<file path="src/rtl/fetch_pkg.sv">
// Shared types and constants for the IF-stage fetch sequencer.
package fetch_pkg;

  localparam int XLEN = 32;

  localparam logic [31:0] NOP = 32'h0000_0013;

  typedef enum logic [2:0] {
    BOOT,
    REQ,
    WAIT,
    DRAIN,
    HOLD
  } fetch_state_t;

endpackage

</file>
<file path="src/rtl/fetch_ctrl_sat_counter.sv">
// Saturating up-counter; holds at all-ones instead of wrapping.
module sat_counter #(
  parameter int CNT_W = 16
) (
  input  logic             clk,
  input  logic             nrst,
  input  logic             inc,
  output logic [CNT_W-1:0] cnt
);

  always_ff @(posedge clk or negedge nrst) begin
    if (!nrst) begin
      cnt <= '0;
    end else if (inc && (cnt != '1)) begin
      cnt <= cnt + 1'b1;
    end
  end

endmodule

</file>
<file path="src/rtl/fetch_ctrl.sv">
// IF-stage sequencer: one outstanding imem fetch, PC advance/hold/redirect,
// IF/ID delivery with a one-entry load-use buffer.
module fetch_ctrl #(
  parameter int XLEN  = 32,
  parameter int CNT_W = 16
) (
  input  logic             clk,
  input  logic             nrst,
  output logic             imem_req_valid,
  input  logic             imem_req_ready,
  input  logic             imem_rsp_valid,
  input  logic [XLEN-1:0]  imem_rdata,
  input  logic [XLEN-1:0]  pc_q,
  input  logic             ex_redirect,
  input  logic [XLEN-1:0]  ex_target,
  input  logic             ld_use_hazard,
  output logic             pc_stall,
  output logic             pc_load,
  output logic [XLEN-1:0]  pc_new,
  output logic             if_valid,
  output logic [XLEN-1:0]  if_instr,
  output logic             if_flush,
  output logic             id_flush,
  output logic [CNT_W-1:0] redirect_cnt
);

  import fetch_pkg::*;

  fetch_state_t state_q;
  fetch_state_t state_d;

  logic [XLEN-1:0] target_q;
  logic [XLEN-1:0] buf_q;
  logic [XLEN-1:0] redir_pc;
  logic [XLEN-1:0] instr;
  logic            kill;
  logic            live_redir;
  logic            unused;

  assign redir_pc   = {ex_target[XLEN-1:2], 2'b00};
  assign live_redir = ex_redirect && (state_q != BOOT);
  assign unused     = ^{ex_target[1:0], pc_q};

  always_ff @(posedge clk or negedge nrst) begin
    if (!nrst) begin
      state_q <= BOOT;
    end else begin
      state_q <= state_d;
    end
  end

  always_comb begin
    state_d = state_q;
    unique case (state_q)
      BOOT: state_d = REQ;
      REQ: begin
        if (!ex_redirect && imem_req_ready) state_d = WAIT;
      end
      WAIT: begin
        if (imem_rsp_valid) begin
          if (!ex_redirect && ld_use_hazard) state_d = HOLD;
          else state_d = REQ;
        end else if (ex_redirect) begin
          state_d = DRAIN;
        end
      end
      DRAIN: begin
        if (imem_rsp_valid) state_d = REQ;
      end
      HOLD: begin
        if (ex_redirect || !ld_use_hazard) state_d = REQ;
      end
      default: state_d = BOOT;
    endcase
  end

  always_comb begin
    imem_req_valid = 1'b0;
    pc_stall       = 1'b1;
    pc_load        = 1'b0;
    if_valid       = 1'b0;
    instr          = XLEN'(NOP);
    kill           = 1'b0;
    unique case (state_q)
      BOOT: ;
      REQ: begin
        imem_req_valid = !ex_redirect;
        if (ex_redirect) begin
          pc_load = 1'b1;
          kill    = 1'b1;
        end
      end
      WAIT: begin
        if (ex_redirect) begin
          kill    = 1'b1;
          pc_load = imem_rsp_valid;
        end else if (imem_rsp_valid && !ld_use_hazard) begin
          if_valid = 1'b1;
          instr    = imem_rdata;
          pc_stall = 1'b0;
        end
      end
      DRAIN: begin
        // the in-flight response is always thrown away here
        if (ex_redirect) begin
          kill    = 1'b1;
          pc_load = imem_rsp_valid;
        end else if (imem_rsp_valid) begin
          pc_load = 1'b1;
        end
      end
      HOLD: begin
        if (ex_redirect) begin
          pc_load = 1'b1;
          kill    = 1'b1;
        end else if (!ld_use_hazard) begin
          if_valid = 1'b1;
          instr    = buf_q;
          pc_stall = 1'b0;
        end
      end
      default: ;
    endcase
  end

  assign pc_new   = live_redir ? redir_pc : target_q;
  assign if_instr = nrst ? instr : '0;
  assign if_flush = kill;
  assign id_flush = kill;

  always_ff @(posedge clk or negedge nrst) begin
    if (!nrst) begin
      target_q <= '0;
      buf_q    <= '0;
    end else begin
      if (live_redir) target_q <= redir_pc;
      if (state_q == WAIT && imem_rsp_valid &&
          !ex_redirect && ld_use_hazard) begin
        buf_q <= imem_rdata;
      end
    end
  end

  sat_counter #(
    .CNT_W(CNT_W)
  ) u_cnt (
    .clk (clk),
    .nrst(nrst),
    .inc (ex_redirect),
    .cnt (redirect_cnt)
  );

endmodule

</file>
<file path="config.mk">
export PLATFORM = sky130hd
export DESIGN_NAME = fetch_ctrl
export DESIGN_NICKNAME = d
export VERILOG_FILES = /design/src/rtl/fetch_pkg.sv /design/src/rtl/fetch_ctrl_sat_counter.sv /design/src/rtl/fetch_ctrl.sv
export SDC_FILE = /design/constraint.sdc
export NUM_CORES = 1
export LEC_CHECK = 0
export ABC_AREA = 1
export CAP_MARGIN = 10
export CORE_UTILIZATION = 43
export CTS_BUF_LIST = sky130_fd_sc_hd__clkbuf_8
export DETAILED_ROUTE_END_ITERATION = 16
export PLACE_DENSITY = 0.83
export SYNTH_ARGS = -nofsm -noshare
export SYNTH_HDL_FRONTEND = slang
export SYNTH_SLANG_ARGS = --single-unit
</file>
<file path="constraint.sdc">
create_clock -name clk -period 1.7 [get_ports clk]
set_input_delay 0.17 -clock clk [delete_from_list [all_inputs] [get_ports clk]]
set_output_delay 0.17 -clock clk [all_outputs]
set_load 0.02 [all_outputs]
</file>
## Word level (Yosys, flattened, before mapping)

Index checks and enable logic that the tools add are counted.

| storage, ports and cells | value |
|---|---|
| output and inout bits | 86 |
| bits in registers | 83 |
| word-level logic and storage cells | 61 |

| cells by class | value |
|---|---|
| muxes and demuxes | 31 |
| add/sub/neg operators | 1 |
| reductions and logical operators | 16 |
| eq/ne operators | 9 |

Operators by type and width:

| kind | number |
|---|---|
| 32-bit two-way mux | 6 |
| 32-bit case mux with 2 select lines | 1 |
| 3-bit two-way mux | 6 |
| 16-bit by 1-bit adder with 16-bit output, second input constant | 1 |
| 16-bit != test, second input constant | 1 |
| 3-bit case mux with 5 select lines | 1 |
| 1-bit two-way mux | 14 |
| 1-bit logical AND | 8 |
| 3-bit by 2-bit equality test with 1-bit output, second input constant | 2 |
| 2-bit != test, second input constant | 3 |
| 1-bit case mux with 2 select lines | 2 |
| 4-bit AND reduction | 1 |
| 4-bit OR reduction | 1 |
| 3-bit by 1-bit equality test with 1-bit output, second input constant | 1 |
| 3-bit equality test, second input constant | 1 |
| 3-bit zero test | 1 |
| 3-bit != test, second input constant | 1 |
| 1-bit case mux with 3 select lines | 1 |
| 3-bit nonzero test | 1 |
| 1-bit zero test | 2 |
| 2-bit OR reduction | 1 |
| 1-bit logical OR | 1 |

## Logic depth before layout (Yosys ltp)

| depth | value |
|---|---|
| depth in word-level cells | 6 |
| mapped depth | 10 |

## By module

A second synthesis with hierarchy kept.

| second synthesis, totals | value |
|---|---|
| cell total of the unflattened synthesis | 583 |
| area total of the unflattened synthesis | 4302.9 um2 |

By module, submodules not included:

| module | sequential area each (um2) | instances | cells each | area an instance (um2) |
|---|---|---|---|---|
| fetch_ctrl | 1676.6 | 1 | 436 | 3271.9 |
| sat_counter | 400.4 | 1 | 147 | 1031.0 |

## Worst setup path before layout

OpenSTA, ideal clock, no wires.

| timing | value |
|---|---|
| kind | flip-flop to output port |
| start point | register state_q[2] |
| end point | output port if_flush |
| buffers on the path | 2 |
| data arrival time | 1558 ps |
| stages on the path, launching flop included | 7 |
| slack | -28 ps |
| data required time | 1530 ps |
| path through | dfrtp_1 -> inv_1 -> a21oi_2 -> inv_1 -> buf_2 -> a21oi_1 -> buf_4 |

| between the ends | value |
|---|---|
| longest elaborated chain between the ends | 3 |
| elaborated cells between the ends (all ways) | 6 |
| classes of those cells | eq/ne (4); mux (1); reduce/logical (1) |

RTL lines:

| what | RTL line | RTL |
|---|---|---|
| start, declared | fetch_ctrl.sv:29 | `fetch_state_t state_q;` |
| start signal, assigned | fetch_ctrl.sv:48 | `state_q <= state_d;` |
| 3-bit by 2-bit equality test with 1-bit output (tied with other cells) | fetch_ctrl.sv:84 | `unique case (state_q)` |
| 4-bit OR reduction (no source line) (*) | -- |  |
| 1-bit two-way mux (*) | -- |  |
| end, declared | fetch_ctrl.sv:22 | `output logic if_flush,` |

Every way passes the cells marked *; elsewhere a longest branch is shown, timed or not.

## Final worst setup path

| timing | value |
|---|---|
| start point | register state_q[0] |
| end point | output port pc_new[15] |

| between the ends | value |
|---|---|
| longest elaborated chain between the ends | 3 |

RTL lines:

| what | RTL line | RTL |
|---|---|---|
| 3-bit nonzero test | fetch_ctrl.sv:41 | `assign live_redir = ex_redirect && (state_q != BOOT);` |
| 1-bit logical AND | fetch_ctrl.sv:41 |  |
| 32-bit two-way mux | fetch_ctrl.sv:126 | `assign pc_new = live_redir ? redir_pc : target_q;` |
| end, declared | fetch_ctrl.sv:19 | `output logic [XLEN-1:0] pc_new,` |

No other way between the ends.

==> flow_summary.json <==
{
  "outcome": "finished with violations",
  "violations": "setup timing",
  "fin_skew_ps": 10.5,
  "fin_crit_sh_pct": 115,
  "ff_latch_area_um2": 2080,
  "num_rows": 35,
  "antenna_cells": 0,
  "arrival_ps": 1780,
  "max_freq_ghz": 0.512,
  "power.leakage_nw": 3.30,
  "whs_ps": 378,
  "start_util_pct": 44.4,
  "final.min_clock_period_ps": 1950,
  "powerDensity_nw_per_um2": 1340,
  "max_cap_viol_count": 0,
  "cts_tree": "done",
  "ys.flop_type": "dfrtp_1",
  "fin_cells": 895,
  "wl_um": 13100,
  "cts_buffers": 9,
  "ios": 188,
  "grt.overflow.total": 0,
  "synthTopCellsByArea": "dfrtp_1, nand2_1, a21oi_1, o21ai_1, inv_1",
  "r2r_slack_ps": -20,
  "clk_pin_slew_ps": 90,
  "whs_endpoint": "target_q[7]",
  "grt_pass1_vias": 4432,
  "place_inst": 858,
  "yosys_warnings": 0,
  "area_delta_synth_final_pct": 69.2,
  "synthArstFlopShare_pct": 100,
  "multiInputGateArea_um2": 2110,
  "yosys.area.top_type_share_pct": 50.6,
  "r2r-end": "target_q[17]",
  "worst-r2r-cell-count": 10,
  "synth_edf_count": 0,
  "clock-root-buffer": "clkbuf_8",
  "nets": 864,
  "setup_violations": 71,
  "end_kind": "output port",
  "cts.sinks": 83,
  "clock_latency_ps": 360,
  "die_width_um": 99.7,
  "drt_pass1_iterations": 4,
  "core_area_um2": 9240,
  "hold_depth": 3,
  "fin_ws_ps": -254,
  "io_buffer_count": 153,
  "path_max_fanout": 11,
  "vias": 4401,
  "ys_seq_elements": 83,
  "postRouteAntennaNets": 0,
  "drive_above_1_share_pct": 36.2,
  "critPathRequiredTime_ps": 1530,
  "ir_worst_vdd_v": 0.000650,
  "drt-initial-drc-count": 128,
  "place_congestion": 0.862,
  "fill_cells": 646,
  "worstSetupStartpoint": "state_q[0]",
  "rsz0062_at_grt": "true",
  "synthTopCellsByCount": "nand2_1, dfrtp_1, a21oi_1",
  "hp-class": "in2reg",
  "yosysMostFrequentCell": "nand2_1",
  "grt.total_usage_pct": 25.4,
  "wl_per_cell_um": 14.6,
  "fp.dieH_um": 99.7,
  "setup.worst_path.start_class": "flop",
  "holdCritStartpoint": "ex_target[7]",
  "tightest_slew_ps": 497,
  "die_area_um2": 9940,
  "grt_max_degree": 41,
  "syn_nets": 631,
  "synth_top_area_cell": "dfrtp_1",
  "hold_viol": 0,
  "seq_area_frac_synth_pct": 50.6,
  "hpwl_um": 8500,
  "syn_avg_cell_area_um2": 7.77,
  "h-tree-depth": 3,
  "synth_area_um2": 4100,
  "ys_types": 31,
  "viasPerCell": 4.92,
  "drc": 0,
  "synthCells": 528,
  "slew_headroom_pct": 66.9,
  "maxSlewViolCount": 0,
  "r2r_start": "state_q[0]",
  "grt_pass1_wl_um": 20100,
  "antenna_found_initial": 0,
  "crit_type": "reg2out",
  "clockBufferDepth": 2
}
[area by class of cell]
class / count / share of cell area, %
Clock buffer: 9 / 1.78
Clock inverter: 7 / 1.01
Timing Repair Buffer: 241 / 32.5
Sequential cell: 83 / 30.0
Multi-Input combinational cell: 393 / 30.4
Inverter: 33 / 2.00
Tap cell: 129 / 2.32
[power by group]
| group | internal (mW) | switching [mW] | total [mW] |
|---|---|---|---|
| sequential | 2.71 | 0.447 | 3.15 |
| combinational | 2.28 | 2.44 | 4.72 |
| clock | 0.677 | 0.746 | 1.42 |
| total | 5.66 | 3.63 | 9.30 |
[registers in the layout, summed over array words and instances, names as in the netlist]
signal	cells
buf_q	32
u_cnt.cnt	16
target_q	32
state_q	3
[through the flow]
step	TNS, ps	setup WS [ps]	power, mW	area, µm²	utilization [%]
finish	-13540	-254	9.30	6940	75.1
CTS	-11920	-227	8.94	6690	72.4
floorplan	0	119	4.93	4110	-
global placement	-34170	-537	6.84	6240	67.5
global route	-18320	-339	9.80	6940	75.1
detailed placement	-39060	-598	7.02	6240	67.5
[layer usage]
metal	wire (µm)	track usage, %	vias to the layer above
li1	-	-	2126
met1	5270	29.6	2118
met2	6930	46.9	128
met3	489	3.72	29
met4	374	9.95	0
met5	0	0	-
[cells by family (layout without fill, tap and decap cells)]
logic type,after synthesis,in the layout,synth area share (%)
XOR/XNOR,6,6,1.28
AND/OR/NAND/NOR,313,313,32.4
adder cells (fa/ha/maj),1,1,0.305
flip-flops,83,83,50.6
buffers and inverters,52,290,6.19
AO/OA/AOI/OAI,73,73,9.24
[critical path, stage by stage, from the launching register on]
cell	delay [ps]
dfrtp_1	410
nor2_2	80
buf_6	120
a21oi_4	230
inv_4	110
buf_16	170
nand2_1	70
nand2_1	80
buf_4	160
[repair_timing]
item,CTS,global route
pin swaps,12,13
buffers inserted,11,9
gates resized for setup,434,69
hold buffers,2,0
setup endpoints to repair,70,113
gates cloned,2,1
hold endpoints to repair,23,0
[layout by cell type (no fill, tap or decap), types with 15 or more instances in the layout]
cell             netlist  routed
clkdlybuf4s50_1        0      79
o21ai_1               22      23
a21oi_2                1      25
dfrtp_1               83      81
inv_1                 27      23
buf_4                  3     114
nand2_1              255     219
nor2_1                18      15
buf_6                  4      34
nand2_2                4      29
[how the worst max path moves through the flow]
stage | endpoint | cells after the start
final | pc_new[15] | 8
after global routing | pc_new[15] | 8
after CTS | if_instr[16] | 7
after detailed placement | if_instr[2] | 8
after global placement | if_instr[2] | 8
after floorplan | if_instr[11] | 6
Power figures use the tool's default switching activity.
